$ cat config.mk
export PLATFORM = sky130hd
export DESIGN_NAME = stream_min_reduce
export DESIGN_NICKNAME = d
export VERILOG_FILES = /design/src/rtl/stream_min_pkg.sv /design/src/rtl/min_cmp_cell.sv /design/src/rtl/stream_min_reduce.sv
export SDC_FILE = /design/constraint.sdc
export NUM_CORES = 1
export LEC_CHECK = 0
export CAP_MARGIN = 20
export CORE_AREA = 5 5 47 49
export DETAILED_ROUTE_END_ITERATION = 12
export DIE_AREA = 0 0 52 54
export PLACE_DENSITY = 0.79
export SLEW_MARGIN = 20
export SYNTH_ARGS = -nofsm -noshare
export SYNTH_HDL_FRONTEND = slang
export SYNTH_HIERARCHICAL = 1
export SYNTH_SLANG_ARGS = --single-unit
$ cat constraint.sdc
create_clock -name clk -period 2.1 [get_ports clk]
set_clock_uncertainty 0.15 [all_clocks]
set_input_delay 0.42 -clock clk [delete_from_list [all_inputs] [get_ports clk]]
set_output_delay 0.42 -clock clk [all_outputs]
set_load 0.005 [all_outputs]
$ cat src/rtl/stream_min_pkg.sv
// Shared types and defaults for the streaming minimum-reduction unit.
package stream_min_pkg;

    localparam int unsigned DEF_WIDTH = 4;
    localparam int unsigned DEF_COUNT = 8;
    localparam int unsigned DEF_IDXW  = $clog2(DEF_COUNT);

    typedef enum logic [1:0] {
        StIdle,
        StAccum,
        StHold
    } state_e;

    typedef struct packed {
        logic [DEF_WIDTH-1:0] min;
        logic [DEF_IDXW-1:0]  idx;
        logic                 trunc;
    } result_t;

endpackage

$ cat src/rtl/min_cmp_cell.sv
// Unsigned less-than compare cell; passes through the smaller operand, b on ties.
module min_cmp_cell
    import stream_min_pkg::*;
#(
    parameter int unsigned WIDTH = DEF_WIDTH
) (
    input  logic [WIDTH-1:0] a,
    input  logic [WIDTH-1:0] b,
    output logic             lt,
    output logic [WIDTH-1:0] sel
);

    assign lt  = (a < b);
    assign sel = lt ? a : b;

endmodule

$ cat src/rtl/stream_min_reduce.sv
// Streaming frame minimum over a valid/ready input; result held until consumed.
// Define STREAM_MIN_IDX_EN to add the out_idx port reporting the earliest minimum's beat.
module stream_min_reduce
    import stream_min_pkg::*;
#(
    parameter int unsigned WIDTH = DEF_WIDTH,
    parameter int unsigned COUNT = DEF_COUNT,
    parameter int unsigned IDXW  = (COUNT > 1) ? $clog2(COUNT) : 1
) (
    input  logic             clk,
    input  logic             rst_n,
    input  logic             in_valid,
    output logic             in_ready,
    input  logic [WIDTH-1:0] in_data,
    input  logic             in_last,
    output logic             out_valid,
    input  logic             out_ready,
    output logic [WIDTH-1:0] out_min,
    output logic             out_trunc
`ifdef STREAM_MIN_IDX_EN
    ,
    output logic [IDXW-1:0]  out_idx
`endif
);

    state_e           state_q, state_d;
    logic [IDXW-1:0]  cnt_q, cnt_d;
    logic [WIDTH-1:0] acc_min_q, acc_min_d;
    logic [WIDTH-1:0] res_min_q, res_min_d;
    logic             res_trunc_q, res_trunc_d;
    logic             in_ready_q, out_valid_q;

    logic             accept, first, at_limit, close;
    logic             cmp_lt;
    logic [WIDTH-1:0] cmp_sel, new_min;

    min_cmp_cell #(
        .WIDTH(WIDTH)
    ) u_cmp (
        .a  (in_data),
        .b  (acc_min_q),
        .lt (cmp_lt),
        .sel(cmp_sel)
    );

    assign accept   = in_valid & in_ready_q;
    assign first    = (state_q == StIdle);
    assign at_limit = (cnt_q == IDXW'(COUNT - 1));
    assign close    = accept & (in_last | at_limit);
    assign new_min  = first ? in_data : cmp_sel;

    always_comb begin
        state_d     = state_q;
        cnt_d       = cnt_q;
        acc_min_d   = acc_min_q;
        res_min_d   = res_min_q;
        res_trunc_d = res_trunc_q;
        unique case (state_q)
            StIdle, StAccum: begin
                if (accept) begin
                    acc_min_d = new_min;
                    cnt_d     = cnt_q + 1'b1;
                    state_d   = StAccum;
                    if (close) begin
                        state_d     = StHold;
                        cnt_d       = '0;
                        res_min_d   = new_min;
                        res_trunc_d = ~in_last;
                    end
                end
            end
            // out_valid is asserted for the whole of HOLD
            StHold: begin
                if (out_ready) begin
                    state_d = StIdle;
                end
            end
            default: state_d = StIdle;
        endcase
    end

    always_ff @(posedge clk) begin
        if (!rst_n) begin
            state_q     <= StIdle;
            cnt_q       <= '0;
            acc_min_q   <= '0;
            res_min_q   <= '0;
            res_trunc_q <= 1'b0;
            in_ready_q  <= 1'b1;
            out_valid_q <= 1'b0;
        end else begin
            state_q     <= state_d;
            cnt_q       <= cnt_d;
            acc_min_q   <= acc_min_d;
            res_min_q   <= res_min_d;
            res_trunc_q <= res_trunc_d;
            in_ready_q  <= (state_d != StHold);
            out_valid_q <= (state_d == StHold);
        end
    end

    assign in_ready  = in_ready_q;
    assign out_valid = out_valid_q;
    assign out_min   = res_min_q;
    assign out_trunc = res_trunc_q;

`ifdef STREAM_MIN_IDX_EN
    logic [IDXW-1:0] acc_idx_q, acc_idx_d;
    logic [IDXW-1:0] res_idx_q, res_idx_d;
    logic [IDXW-1:0] new_idx;

    // Strict compare keeps the earliest index on ties
    assign new_idx = first ? '0 : (cmp_lt ? cnt_q : acc_idx_q);

    always_comb begin
        acc_idx_d = acc_idx_q;
        res_idx_d = res_idx_q;
        if (accept) begin
            acc_idx_d = new_idx;
            if (close) begin
                res_idx_d = new_idx;
            end
        end
    end

    always_ff @(posedge clk) begin
        if (!rst_n) begin
            acc_idx_q <= '0;
            res_idx_q <= '0;
        end else begin
            acc_idx_q <= acc_idx_d;
            res_idx_q <= res_idx_d;
        end
    end

    assign out_idx = res_idx_q;
`else
    logic unused_lt;
    assign unused_lt = cmp_lt;
`endif

endmodule

==> metrics.txt <==
outcome finished, final reports clean; clk_lat worst skew ~0.27 ns; Starting DRT DRC Count 6; Filler cells roughly 160; fin nets around 120; routability cong. around 0.73; Syn Nets 95; average size of a mapped cell between 10 and 15 um2; Core ar. 1822 um2; hpwl dp about 1.2 mm; cell row count 16; Setup violations, final 0; first-pass GRT wire length ~2.8 mm; worst-margin pin slew slightly below 0.5 ns; vias in the first global route ~680; arrival time worst endpoint roughly 2.0 ns; Crit path max-delay family multiplexers; Port Buffers 15; Initial Util 44.99%; die height around 54 um; Clock Sinks 16; HP Class flip-flop to flip-flop; slowest stage delay, CP between 0.3 and 0.4 ns; CP startpoint kind flip-flop; Tcrit/Tclk final roughly 93%; # IOs 16; total CTS buffers 3; routed via count 669; Mapped Cells 81; Max Clock Freq between 0.5 and 0.6 GHz; Clk pin slew, worst setup/hold paths 0.08 ns; DP Area ~1000 um2; Lkg Pwr 0.4363 nW; die outline width around 52 um; Fin. Hold Viols 0; Final Power between 0.6 and 0.7 mW; Slew Limit Headroom between 60% and 70%; Worst Path Class, Setup flip-flop to flip-flop; crit path capture type flip-flop; Crit Path Max Fanout 3; Synth Warn # 6; Antenna Nets Post-Route 0; Congestion Overflow GR 0; pwr dens 610.0 nW/um2; number of vias per cell approximately 5.2; cells along the critical path inv_1, ha_4, o211ai_2, o21ai_4, mux2_4, mux2i_2, a211oi_1; # DRC 0; Critical-path top delay cell dfxtp_1; Cell Area, Synth 819.5 um2; fin crit period roughly 2 ns; WP data required roughly 2.1 ns; Total Wirelength ~1.7 mm; post-route cell area approximately 1100 um2; synthesis-to-finish area growth 36.95%; share of layout cells above drive strength 1 a little over a quarter; largest net degree at the start of global routing 17; # diodes 0; total global-route track usage between 10% and 20%; clock tree buffer depth 2; hold_buf cts 0; CTS tree built; Max Transition Viols Final 0; Core Util, Final approximately three fifths; H-Tree Depth 1; critical path buffer and inverter count 1; initial antenna violation count 0; clock root buffer clkbuf_4; TNS Setup 0 ns; routed len/inst 13.16 um; die area about 2800 um2; RSZ-0062 raised after global routing false; max-cap violations 0; VDD IR max between 200 and 300 uV; DRT Pass-1 Iters 4; Hold WS 0.3109 ns
-- state kept, by name, indices dropped and copies added, names as in the netlist --
name and flops:
acc_min_q 4, out_min 4, cnt_q 3, state_q 2, in_ready 1, out_trunc 1
out_valid 1
-- final cells by class --
type	count	area, um2	area share [%]
Sequential cell	16	320.3	28.54
Timing Repair Buffer	22	206.4	18.39
Clock buffer	3	22.52	2.007
Tap cell	27	33.78	3.010
Inverter	4	15.01	1.338
Multi-Input combinational cell	57	524.3	46.71
-- where the power goes --
group,switching [mW],internal [mW]
registers,0.0171,0.323
clock network,0.0854,0.0664
logic,0.0862,0.107
total,0.189,0.496
-- per-layer routing --
layer	vias to the layer above	routed length [um]	share of wire [%]	track usage (%)
met4	0	14	0.82	6.550
met3	2	66	3.9	2.770
li1	338	-	-	-
met5	-	0	0	0
met2	11	921	54	25.10
met1	318	693	41	14.31
-- what timing repair did --
item,CTS,global route
resized for setup,5,7
setup endpoints to repair,6,6
buffers inserted,0,0
pin swaps,1,5
-- worst register-to-register path, stage by stage (launching register included) --
cell and delay [ns]:
dfxtp_1 0.39, inv_1 0.09, ha_4 0.26, o211ai_2 0.09
o21ai_4 0.22, mux2_4 0.32, mux2i_2 0.18, a211oi_1 0.10
-- cells in the final DEF, fill, tap and decap left out --
cell,n
nor3b_2,1
nand3_1,2
nand2_1,5
ha_4,3
ha_1,2
dfxtp_1,16
buf_4,7
mux2i_1,2
a211oi_1,4
mux2i_2,1
nor3b_1,1
clkdlybuf4s50_1,12
mux2i_4,2
o21a_1,2
a21oi_2,1
inv_1,4
dlymetal6s2s_1,2
nand3b_1,1
clkbuf_4,3
or3_1,1
o21ai_4,1
a211oi_2,5
o211ai_2,1
nor2_1,6
a21oi_1,8
o21ai_0,2
or2_1,1
mux2_4,3
nor3_1,1
dlygate4sd2_1,1
and3b_1,1
-- per-stage QoR --
step,std cells,setup slack (ns)
5_1_grt,129,0.06132
3_5_place_dp,126,-0.4043
3_3_place_gp,126,-0.3495
2_1_floorplan,81,0.1852
4_1_cts,129,0.01172
6_report,129,0.1494
-- final timing paths --
kind | endpoint | slack [ns] | cells after the start | startpoint
min reg2reg | cnt_q[2]$_SDFFE_PN0P_ | 0.31 | 2 | cnt_q[2]$_SDFFE_PN0P_
max reg2reg | out_min[2]$_SDFFE_PN0P_ | 0.15 | 7 | acc_min_q[1]$_SDFFE_PN0P_
max | out_min[2]$_SDFFE_PN0P_ | 0.15 | 7 | acc_min_q[1]$_SDFFE_PN0P_
min | cnt_q[2]$_SDFFE_PN0P_ | 0.31 | 2 | cnt_q[2]$_SDFFE_PN0P_
Power figures use the tool's default switching activity.
